<file path="config.mk">
export PLATFORM = sky130hd
export DESIGN_NAME = alu_issue_queue_flat
export DESIGN_NICKNAME = d
export VERILOG_FILES = /design/src/rtl/tomasulo_pkg.sv /design/src/rtl/cdb_if.sv /design/src/rtl/iq_oldest_ready_select.sv /design/src/rtl/alu_issue_queue.sv /design/src/flat_wrapper.sv
export SDC_FILE = /design/constraint.sdc
export NUM_CORES = 1
export LEC_CHECK = 0
export ABC_AREA = 1
export CORE_MARGIN = 2
export CORE_UTILIZATION = 45
export DETAILED_ROUTE_END_ITERATION = 8
export GPL_TIMING_DRIVEN = 1
export MAX_ROUTING_LAYER = met4
export PLACE_DENSITY_LB_ADDON = 0.08
export SYNTH_ARGS = -nofsm -noshare
export SYNTH_HDL_FRONTEND = slang
export SYNTH_SLANG_ARGS = --single-unit
</file>
<file path="constraint.sdc">
create_clock -name clk -period 4.93 [get_ports clk]
set_input_delay 0.986 -clock clk [delete_from_list [all_inputs] [get_ports clk]]
set_output_delay 0.986 -clock clk [all_outputs]
set_load 0.005 [all_outputs]
</file>
<file path="src/rtl/tomasulo_pkg.sv">
// Shared Tomasulo back-end types: operand/tag widths, the ALU issue-queue entry
// and the CDB capture rule every reservation station applies.
package tomasulo_pkg;

   localparam int DATA_W = 32;
   localparam int TAG_W  = 6;

   typedef struct packed {
      logic              valid;
      logic [DATA_W-1:0] op1_data;
      logic [DATA_W-1:0] op2_data;
      logic [TAG_W-1:0]  op1_tag;
      logic [TAG_W-1:0]  op2_tag;
      logic              op1_rdy;
      logic              op2_rdy;
      logic [TAG_W-1:0]  rd_tag;
      logic [2:0]        funct3;
      logic [2:0]        alu_ext;
   } alu_iq_entry_t;

   // A live entry picks up a broadcast for any operand still waiting on that tag.
   function automatic alu_iq_entry_t cdb_capture(input alu_iq_entry_t e,
                                                 input logic bus_valid,
                                                 input logic [TAG_W-1:0] bus_tag,
                                                 input logic [DATA_W-1:0] bus_data);
      alu_iq_entry_t r;
      r = e;
      if (e.valid && bus_valid) begin
         if (!e.op1_rdy && e.op1_tag == bus_tag) begin
            r.op1_data = bus_data;
            r.op1_rdy  = 1'b1;
         end
         if (!e.op2_rdy && e.op2_tag == bus_tag) begin
            r.op2_data = bus_data;
            r.op2_rdy  = 1'b1;
         end
      end
      return r;
   endfunction

endpackage

</file>
<file path="src/rtl/cdb_if.sv">
// Common data bus: one result broadcast per cycle, tagged with its producer.
interface cdb_if;
   import tomasulo_pkg::*;

   logic [DATA_W-1:0] data;
   logic [TAG_W-1:0]  tag;
   logic              valid;

   modport source (output data, tag, valid);
   modport sink   (input  data, tag, valid);
endinterface

</file>
<file path="src/rtl/iq_oldest_ready_select.sv">
// Priority pick of the lowest-index requester; in an age-ordered queue that is
// the oldest ready entry. Shared by the ALU/AGU/mul/div issue queues.
module iq_oldest_ready_select #(
   parameter int N = 4
) (
   input  logic [N-1:0] req,
   output logic [N-1:0] grant,
   output logic         any
);

   // Isolate the lowest set bit.
   assign grant = req & (~req + N'(1));
   assign any   = |req;

endmodule

</file>
<file path="src/rtl/alu_issue_queue.sv">
// Integer-ALU reservation station: age-ordered shift queue with CDB wakeup,
// oldest-ready issue over valid/ready and a full flag back to dispatch.
module alu_issue_queue #(
   parameter int DEPTH  = 4,
   parameter int DATA_W = 32,
   parameter int TAG_W  = 6
) (
   input  logic                     clk,
   input  logic                     rst,
   input  logic                     queue_alu_en,
   input  logic [DATA_W-1:0]        queue_op1_data,
   input  logic [TAG_W-1:0]         queue_op1_tag,
   input  logic                     queue_op1_data_valid,
   input  logic [DATA_W-1:0]        queue_op2_data,
   input  logic [TAG_W-1:0]         queue_op2_tag,
   input  logic                     queue_op2_data_valid,
   input  logic [TAG_W-1:0]         queue_rd_tag,
   input  logic [2:0]               queue_funct3,
   input  logic [2:0]               queue_alu_ext,
   cdb_if.sink                      cdb,
   input  logic                     flush,
   output logic                     queue_alu_full,
   output logic [$clog2(DEPTH):0]   entry_count,
   output logic                     issue_valid,
   input  logic                     issue_ready,
   output logic [DATA_W-1:0]        issue_op1_data,
   output logic [DATA_W-1:0]        issue_op2_data,
   output logic [TAG_W-1:0]         issue_rd_tag,
   output logic [2:0]               issue_funct3,
   output logic [2:0]               issue_alu_ext
);
   import tomasulo_pkg::alu_iq_entry_t;
   import tomasulo_pkg::cdb_capture;

   localparam int CW = $clog2(DEPTH) + 1;
   localparam int IW = $clog2(DEPTH);

   alu_iq_entry_t    q   [DEPTH];
   alu_iq_entry_t    up  [DEPTH];
   alu_iq_entry_t    nxt [DEPTH];
   alu_iq_entry_t    new_e;
   alu_iq_entry_t    sel_e;
   logic [CW-1:0]    cnt;
   logic [DEPTH-1:0] rdy;
   logic [DEPTH-1:0] grant;
   logic             any;
   logic             fire;
   logic             wr;
   logic [IW-1:0]    wr_idx;
   logic             shift_on;

   always_comb begin
      for (int i = 0; i < DEPTH; i++)
         rdy[i] = q[i].valid & q[i].op1_rdy & q[i].op2_rdy;
   end

   iq_oldest_ready_select #(.N(DEPTH)) u_select (
      .req   (rdy),
      .grant (grant),
      .any   (any)
   );

   assign queue_alu_full = (cnt == CW'(DEPTH));
   assign entry_count    = cnt;
   assign fire           = any & issue_ready;
   assign wr             = queue_alu_en & ~queue_alu_full;
   assign wr_idx         = IW'(cnt - CW'(fire));

   always_comb begin
      sel_e = '0;
      for (int i = 0; i < DEPTH; i++)
         if (grant[i]) sel_e = q[i];
   end

   assign issue_valid    = any;
   assign issue_op1_data = sel_e.op1_data;
   assign issue_op2_data = sel_e.op2_data;
   assign issue_rd_tag   = sel_e.rd_tag;
   assign issue_funct3   = sel_e.funct3;
   assign issue_alu_ext  = sel_e.alu_ext;

   // Incoming entry, with same-cycle CDB bypass for operands not yet valid.
   always_comb begin
      new_e          = '0;
      new_e.valid    = 1'b1;
      new_e.op1_data = queue_op1_data;
      new_e.op1_tag  = queue_op1_tag;
      new_e.op1_rdy  = queue_op1_data_valid;
      new_e.op2_data = queue_op2_data;
      new_e.op2_tag  = queue_op2_tag;
      new_e.op2_rdy  = queue_op2_data_valid;
      new_e.rd_tag   = queue_rd_tag;
      new_e.funct3   = queue_funct3;
      new_e.alu_ext  = queue_alu_ext;
      new_e          = cdb_capture(new_e, cdb.valid, cdb.tag, cdb.data);
   end

   always_comb begin
      for (int i = 0; i < DEPTH - 1; i++)
         up[i] = q[i + 1];
      up[DEPTH-1] = '0;
   end

   // Slots at and above the issued one take their upper neighbour; snoop
   // applies to whatever lands in each slot.
   always_comb begin
      shift_on = 1'b0;
      for (int i = 0; i < DEPTH; i++) begin
         shift_on = shift_on | (fire & grant[i]);
         nxt[i]   = cdb_capture(shift_on ? up[i] : q[i], cdb.valid, cdb.tag, cdb.data);
      end
      if (wr) nxt[wr_idx] = new_e;
   end

   always_ff @(posedge clk) begin
      if (!rst || flush) begin
         cnt <= '0;
         for (int i = 0; i < DEPTH; i++) q[i] <= '0;
      end else begin
         cnt <= cnt + CW'(wr) - CW'(fire);
         for (int i = 0; i < DEPTH; i++) q[i] <= nxt[i];
      end
   end

endmodule

</file>
<file path="src/flat_wrapper.sv">
// flat-port wrapper written by rule: the top's interface ports become plain ports
module alu_issue_queue_flat import tomasulo_pkg::alu_iq_entry_t; import tomasulo_pkg::cdb_capture;
#(
   parameter int DEPTH  = 4,
   parameter int DATA_W = 32,
   parameter int TAG_W  = 6
)
  (clk, rst, queue_alu_en, queue_op1_data, queue_op1_tag, queue_op1_data_valid, queue_op2_data, queue_op2_tag, queue_op2_data_valid, queue_rd_tag, queue_funct3, queue_alu_ext, flush, queue_alu_full, entry_count, issue_valid, issue_ready, issue_op1_data, issue_op2_data, issue_rd_tag, issue_funct3, issue_alu_ext, cdb_data, cdb_tag, cdb_valid);
  cdb_if cdb_i ();
  input  logic clk;
  input  logic rst;
  input  logic queue_alu_en;
  input  logic [DATA_W-1:0] queue_op1_data;
  input  logic [TAG_W-1:0] queue_op1_tag;
  input  logic queue_op1_data_valid;
  input  logic [DATA_W-1:0] queue_op2_data;
  input  logic [TAG_W-1:0] queue_op2_tag;
  input  logic queue_op2_data_valid;
  input  logic [TAG_W-1:0] queue_rd_tag;
  input  logic [2:0] queue_funct3;
  input  logic [2:0] queue_alu_ext;
  input  logic flush;
  output logic queue_alu_full;
  output logic [$clog2(DEPTH):0] entry_count;
  output logic issue_valid;
  input  logic issue_ready;
  output logic [DATA_W-1:0] issue_op1_data;
  output logic [DATA_W-1:0] issue_op2_data;
  output logic [TAG_W-1:0] issue_rd_tag;
  output logic [2:0] issue_funct3;
  output logic [2:0] issue_alu_ext;
  input wire logic [$bits(cdb_i.data)-1:0] cdb_data;
  input wire logic [$bits(cdb_i.tag)-1:0] cdb_tag;
  input wire logic [$bits(cdb_i.valid)-1:0] cdb_valid;
  assign cdb_i.data = cdb_data;
  assign cdb_i.tag = cdb_tag;
  assign cdb_i.valid = cdb_valid;
  alu_issue_queue #(.DEPTH(DEPTH), .DATA_W(DATA_W), .TAG_W(TAG_W)) u_core (.clk(clk), .rst(rst), .queue_alu_en(queue_alu_en), .queue_op1_data(queue_op1_data), .queue_op1_tag(queue_op1_tag), .queue_op1_data_valid(queue_op1_data_valid), .queue_op2_data(queue_op2_data), .queue_op2_tag(queue_op2_tag), .queue_op2_data_valid(queue_op2_data_valid), .queue_rd_tag(queue_rd_tag), .queue_funct3(queue_funct3), .queue_alu_ext(queue_alu_ext), .cdb(cdb_i), .flush(flush), .queue_alu_full(queue_alu_full), .entry_count(entry_count), .issue_valid(issue_valid), .issue_ready(issue_ready), .issue_op1_data(issue_op1_data), .issue_op2_data(issue_op2_data), .issue_rd_tag(issue_rd_tag), .issue_funct3(issue_funct3), .issue_alu_ext(issue_alu_ext));
endmodule
</file>
==> key figures, run 1 <==
Die
  – Initial core utilization: 45.5%
  – Die height: 234 um
  – Ports: 215
  – Die Area: 54900 um2
  – Core Region: 52400 um2
  – Die width: 234 um
  – Core Rows: 84

GRT
  – Largest net degree at the start of global routing: 256
  – Vias in the first global route: 23800
  – Gr busiest metal: met2
  – Antenna violations before repair: 2
  – Met3 Use GR: 4.56%
  – Tot GR Track Use: 34.9%
  – Met2 usage: 54.3%
  – GR Util met1: 44.1%
  – First-pass GRT wire length: 143 mm
  – Total grt overflow: 0

Yosys
  – Net count after synthesis: 4094
  – Syn Inst Count: 3956
  – Synth top area cells: dfxtp_1, nand2_1, o21ai_0, inv_1, a21oi_1
  – Register area share after synthesis: 30.8%
  – Top cell type by total area after synthesis: dfxtp_1
  – Xor and xnor area share after synthesis: 0.698%
  – Largest family of logic cells by synthesized area: simple AND/OR/NAND/NOR gates
  – #FFs+latches synth: 367
  – Syn Area/Cell: 6.03 um2
  – Share of the synthesized area in the top cell type: 30.8%
  – Post-Syn Area: 23800 um2
  – Simple-gate portion of the synthesized area: 26.6%
  – Compound-gate portion of the synthesized area: 25.7%
  – Multiplexer area fraction after synthesis: 0.241%
  – Adder-Cell Fraction of Synth Area: 0.241%
  – Distinct cells, synth: 46
  – Warnings, synthesis: 0

Critical path
  – CP Capture Type: output port
  – Startpoint Class: register
  – CP arrival: 3.54 ns
  – Worst EP required: 3.94 ns
  – Critical path type: reg -> out
  – Critical path peak fanout: 22

STA
  – Final Max Slew Viols: 0
  – Final setup fails: 0
  – Final TNS setup: 0 ns
  – Final hold vios: 0
  – Worst Max-Slew Pin Slew: 1.18 ns
  – Max Fclk: 221 MHz
  – Clk_skew: 0.0199 ns
  – Fin crit share: 91.9%
  – Slew margin rel.: 21.5%
  – Min Tclk post-route: 4.53 ns
  – RSZ-0062 raised after global routing: false

Detailed routing
  – Post-route antenna net violation count: 0
  – Residual DRC count: 0
  – Total Routed Length: 94.6 mm
  – First-pass DRT Iterations: 5
  – Drt initial violations: 2439
  – Via density per instance: 5.57
  – Routed via count: 26300
  – Routed wire per std cell: 20.1 um

Placement
  – DP HPWL: 56.5 mm
  – I/O Buffers: 214
  – Routability cong.: 0.869
  – Placed Cells: 4631

Clock tree
  – Worst skew pair latency: 0.59 ns
  – Clock sink count: 367
  – Max H-tree Level: 2
  – CTS Hold Buffers Added: 0
  – Clock buffer count from CTS: 45
  – Maximum clock path buffer count: 3
  – Worst-path clk slew: 0.06 ns
  – Post-CTS sizing: 0
  – Clk root buf: clkbuf_16
  – Setup Fix Bufs, Post-CTS: 0
  – CTS tree: yes

Finish
  – Final std cells w/o fill: 4716
  – Most frequent cells in the layout: nand2_1, o21ai_0, inv_1
  – Commonest non-fill, non-tap cell in the layout: nand2_1
  – Area Overhead vs Synth: 17.3%
  – Fill cell count: 5422
  – Area occupied by multi-input gates: 12900 um2
  – Total Nets Final: 4128
  – Share of cells above drive strength 1: 5.32%
  – Seq. cell area: 7350 um2

Run
  – Max cap viols: 0

Worst hold path
  – Worst Hold Class: reg -> reg

Pwr
  – Pwr Density: 262 nW/um2
  – Lkg Pwr: 11.8 nW
  – Max VDD drop: 224 uV

Outcome
  – Status: completed
-- area by class of cell --
class / count / area share, %
clock inverters: 13 / 0.693
repair buffers: 298 / 10.5
well taps: 688 / 3.08
diodes: 2 / 0.0179
inverters: 638 / 8.59
multi-input cells: 2640 / 45.9
flip-flops and latches: 367 / 26.3
clock buffers: 70 / 4.87
-- Yosys cell counts, drive strengths merged --
master and instances:
nand2 1018, a311oi 10, inv 632, nor4 2, a31oi 6, o22ai 4, o21ai 739, o221ai 2
nor3 7, or2 8, nand4 137, dfxtp 367, xnor2 1, clkbuf 206, fa 1, clkinv 6
o211ai 20, nor2 105, mux2i 5, ha 3, a21oi 265, o2111ai 56, a211oi 9, xor2 18
buf 105, a221oi 22, o21a 1, nand3 201
-- worst max-delay path: stages, from the launching register on --
cell,delay [ns]
dfxtp_1,0.37
nand3_1,0.20
clkinv_1,0.14
nor3_2,0.27
inv_1,0.56
o21ai_0,0.73
clkdlybuf4s50_1,0.65
-- per-layer routing --
| layer | up-vias | share of wire, % |
|---|---|---|
| li1 | 13000 | - |
| met1 | 11800 | 41 |
| met2 | 1242 | 45 |
| met3 | 229 | 8.8 |
| met4 | 0 | 5.6 |
| met5 | - | 0 |
-- path summary, 6_finish.rpt --
| check | startpoint | endpoint | slack [ns] | cells after the start |
|---|---|---|---|---|
| worst max-delay path | u_core.q[2][13] | issue_op1_data[0] | 0.40 | 6 |
| worst min-delay path | u_core.q[3][7] | u_core.q[3][7] | 0.48 | 2 |
| worst max register to register | u_core.q[2][13] | u_core.q[2][77] | 1.51 | 15 |
| worst min register to register | u_core.q[3][7] | u_core.q[3][7] | 0.48 | 2 |
-- flip-flops by register name (all words and copies together) (netlist names) --
register	cells
u_core.entry_count	3
u_core.q	364
-- report_power, final --
group	internal (mW)	total, mW	switching [mW]	leakage [nW]
Clock	2.16	3.57	1.42	0.769
Combinational	0.247	0.714	0.466	8.03
Sequential	3.02	3.05	0.0278	2.97
-- kinds of logic after synthesis --
logic type / after synthesis
AND/OR/NAND/NOR: 1478
AO/OA/AOI/OAI: 1134
multiplexers: 5
adder cells (fa/ha/maj): 4
buffers and inverters: 949
XOR/XNOR: 19
flip-flops: 367
-- per-stage QoR --
step	area [um2]	hold WS (ns)	power, mW	util [%]	setup slack [ns]
6_report	28000	0.482	7.33	53.3	0.401
3_3_place_gp	26400	0.470	3.81	50.4	0.705
2_1_floorplan	23800	0.453	3.48	-	1.09
4_1_cts	28000	0.480	7.36	53.3	0.464
5_1_grt	28000	0.492	7.54	53.3	0.296
3_5_place_dp	26400	0.471	3.81	50.4	0.657
No activity file was read; power rests on OpenSTA's default activity.
==> run 2, diff against run 1 <==
--- a/config.mk
+++ b/config.mk
@@ -8,6 +8,7 @@
 export ABC_AREA = 1
 export CORE_MARGIN = 2
 export CORE_UTILIZATION = 45
+export CTS_BUF_LIST = sky130_fd_sc_hd__clkbuf_16
 export DETAILED_ROUTE_END_ITERATION = 8
 export GPL_TIMING_DRIVEN = 1
 export MAX_ROUTING_LAYER = met4
==> key figures, run 2 (same netlist as run 1, synthesis figures left out) <==
Critical path
  – Worst path cell trace: nand3_1, clkinv_1, nor3_2, inv_1, o21ai_0, clkdlybuf4s50_1
  – Worst r2r path cells: 15
  – Startpoint Class: register
  – Slowest CP cell: o21ai_0
  – Critical path peak fanout: 22
  – Critical path type: reg -> out
  – CP arrival: 3.56 ns
  – CP Capture Type: output port
  – Crit Reg-Reg Startpoint: u_core.q[2][13]
  – Slowest stage delay, CP: 0.75 ns
  – R2R Path End: u_core.q[2][77]
  – Worst EP required: 3.94 ns
  – Worst reg-to-reg setup slack: 1.48 ns
  – Crit. Startpoint: u_core.q[2][13]

Detailed routing
  – Post-route antenna net violation count: 0
  – Total Routed Length: 94.5 mm
  – Routed wire per std cell: 20.0 um
  – Via density per instance: 5.57
  – First-pass DRT Iterations: 5
  – Residual DRC count: 0
  – Routed via count: 26300
  – Drt initial violations: 2474

Worst hold path
  – Min-delay src: u_core.q[3][4]
  – Worst Hold Class: reg -> reg
  – WHS Endpoint: u_core.q[3][4]
  – Hold Crit Depth: 2

STA
  – Final TNS setup: 0 ns
  – Worst Max-Slew Pin Slew: 1.19 ns
  – Max Fclk: 220 MHz
  – RSZ-0062 raised after global routing: false
  – Final Max Slew Viols: 0
  – Clk_skew: 0.0195 ns
  – Min Tclk post-route: 4.54 ns
  – Fin crit share: 92.2%
  – Final setup fails: 0
  – Final hold vios: 0
  – Slew margin rel.: 20.9%

Run
  – Max cap viols: 0

Clock tree
  – Post-CTS sizing: 0
  – Max H-tree Level: 2
  – CTS Hold Buffers Added: 0
  – Clock buffer count from CTS: 45
  – Clk root buf: clkbuf_16
  – Maximum clock path buffer count: 3
  – Clock sink count: 367
  – Worst-path clk slew: 0.06 ns
  – Worst skew pair latency: 0.59 ns
  – CTS tree: yes
  – Setup Fix Bufs, Post-CTS: 0

Finish
  – Seq. cell area: 7350 um2
  – Fill cell count: 5430
  – Final std cells w/o fill: 4716
  – Area Overhead vs Synth: 16.9%
  – Max reg flops: 364
  – Commonest non-fill, non-tap cell in the layout: nand2_1
  – Most frequent cells in the layout: nand2_1, o21ai_0, inv_1
  – Share of cells above drive strength 1: 5.07%
  – Reg with most FFs: u_core.q
  – Area occupied by multi-input gates: 12900 um2
  – Total Nets Final: 4128

GRT
  – Antenna violations before repair: 2
  – Largest net degree at the start of global routing: 256
  – Vias in the first global route: 23700
  – First-pass GRT wire length: 143 mm
  – Total grt overflow: 0
  – Tot GR Track Use: 34.9%

Die
  – Initial core utilization: 45.5%
  – Die Area: 54900 um2
  – Ports: 215
  – Core Rows: 84
  – Die height: 234 um
  – Die width: 234 um
  – Core Region: 52400 um2

Pwr
  – Max VDD drop: 220 uV
  – Lkg Pwr: 11.8 nW
  – Pwr Density: 257 nW/um2

Placement
  – I/O Buffers: 214
  – Placed Cells: 4631
  – Routability cong.: 0.869
  – DP HPWL: 56.5 mm

Outcome
  – Status: completed
[run 2: cell types whose count changed in the layout (fill, tap and decap cells not counted), sizes merged]
| cell | previous run | this run |
|---|---|---|
| clkbuf | 70 | 47 |
| clkinv | 13 | 23 |
| inv | 633 | 646 |
[run 2: how the worst max path moves through the flow]
stage                         to  slack (ns)
2_1_floorplan    u_core.q[1][10]        1.09
3_3_place_gp     u_core.q[2][25]        0.70
3_5_place_dp     u_core.q[2][25]        0.66
4_1_cts        issue_op1_data[0]        0.46
5_1_grt        issue_op1_data[0]        0.29
6_report       issue_op1_data[0]        0.39
[run 2: layout make-up]
cell class	instances	area share (%)
Multi-Input combinational cell	2640	46.1
Inverter	638	8.62
Tap cell	688	3.09
Clock buffer	47	4.22
Sequential cell	367	26.4
Timing Repair Buffer	298	10.6
Antenna cell	2	0.0180
Clock inverter	36	1.01
[run 2: per-layer routing]
metal	wire, um	vias to the layer above	track usage [%]	part of all wire (%)
met5	0	-	-	0
met4	5480	0	18.3	5.8
li1	-	13000	-	-
met3	8130	236	4.83	8.6
met1	38700	11900	44.2	41
met2	42100	1222	54.0	45
[run 2: per-stage QoR]
step / area, um2 / setup WS (ns) / util [%] / power, mW / hold slack (ns)
after floorplan: 23800 / 1.09 / - / 3.48 / 0.453
after detailed placement: 26400 / 0.657 / 50.4 / 3.81 / 0.471
after global routing: 27900 / 0.292 / 53.1 / 7.36 / 0.492
final: 27900 / 0.386 / 53.1 / 7.15 / 0.481
after global placement: 26400 / 0.705 / 50.4 / 3.81 / 0.470
after CTS: 27900 / 0.461 / 53.1 / 7.17 / 0.480
[run 2: where the power goes]
part	internal, mW	switching, mW
Combinational	0.247	0.466
Sequential	3.02	0.0277
Clock	1.97	1.42
[run 2: critical path: cells and delay by family, from the launching register on]
kind,cells,cell delay (ns)
AOI/OAI and AO/OA,1,0.75
buffers and inverters,3,1.36
DFF,1,0.38
and+or+nand+nor,2,0.48
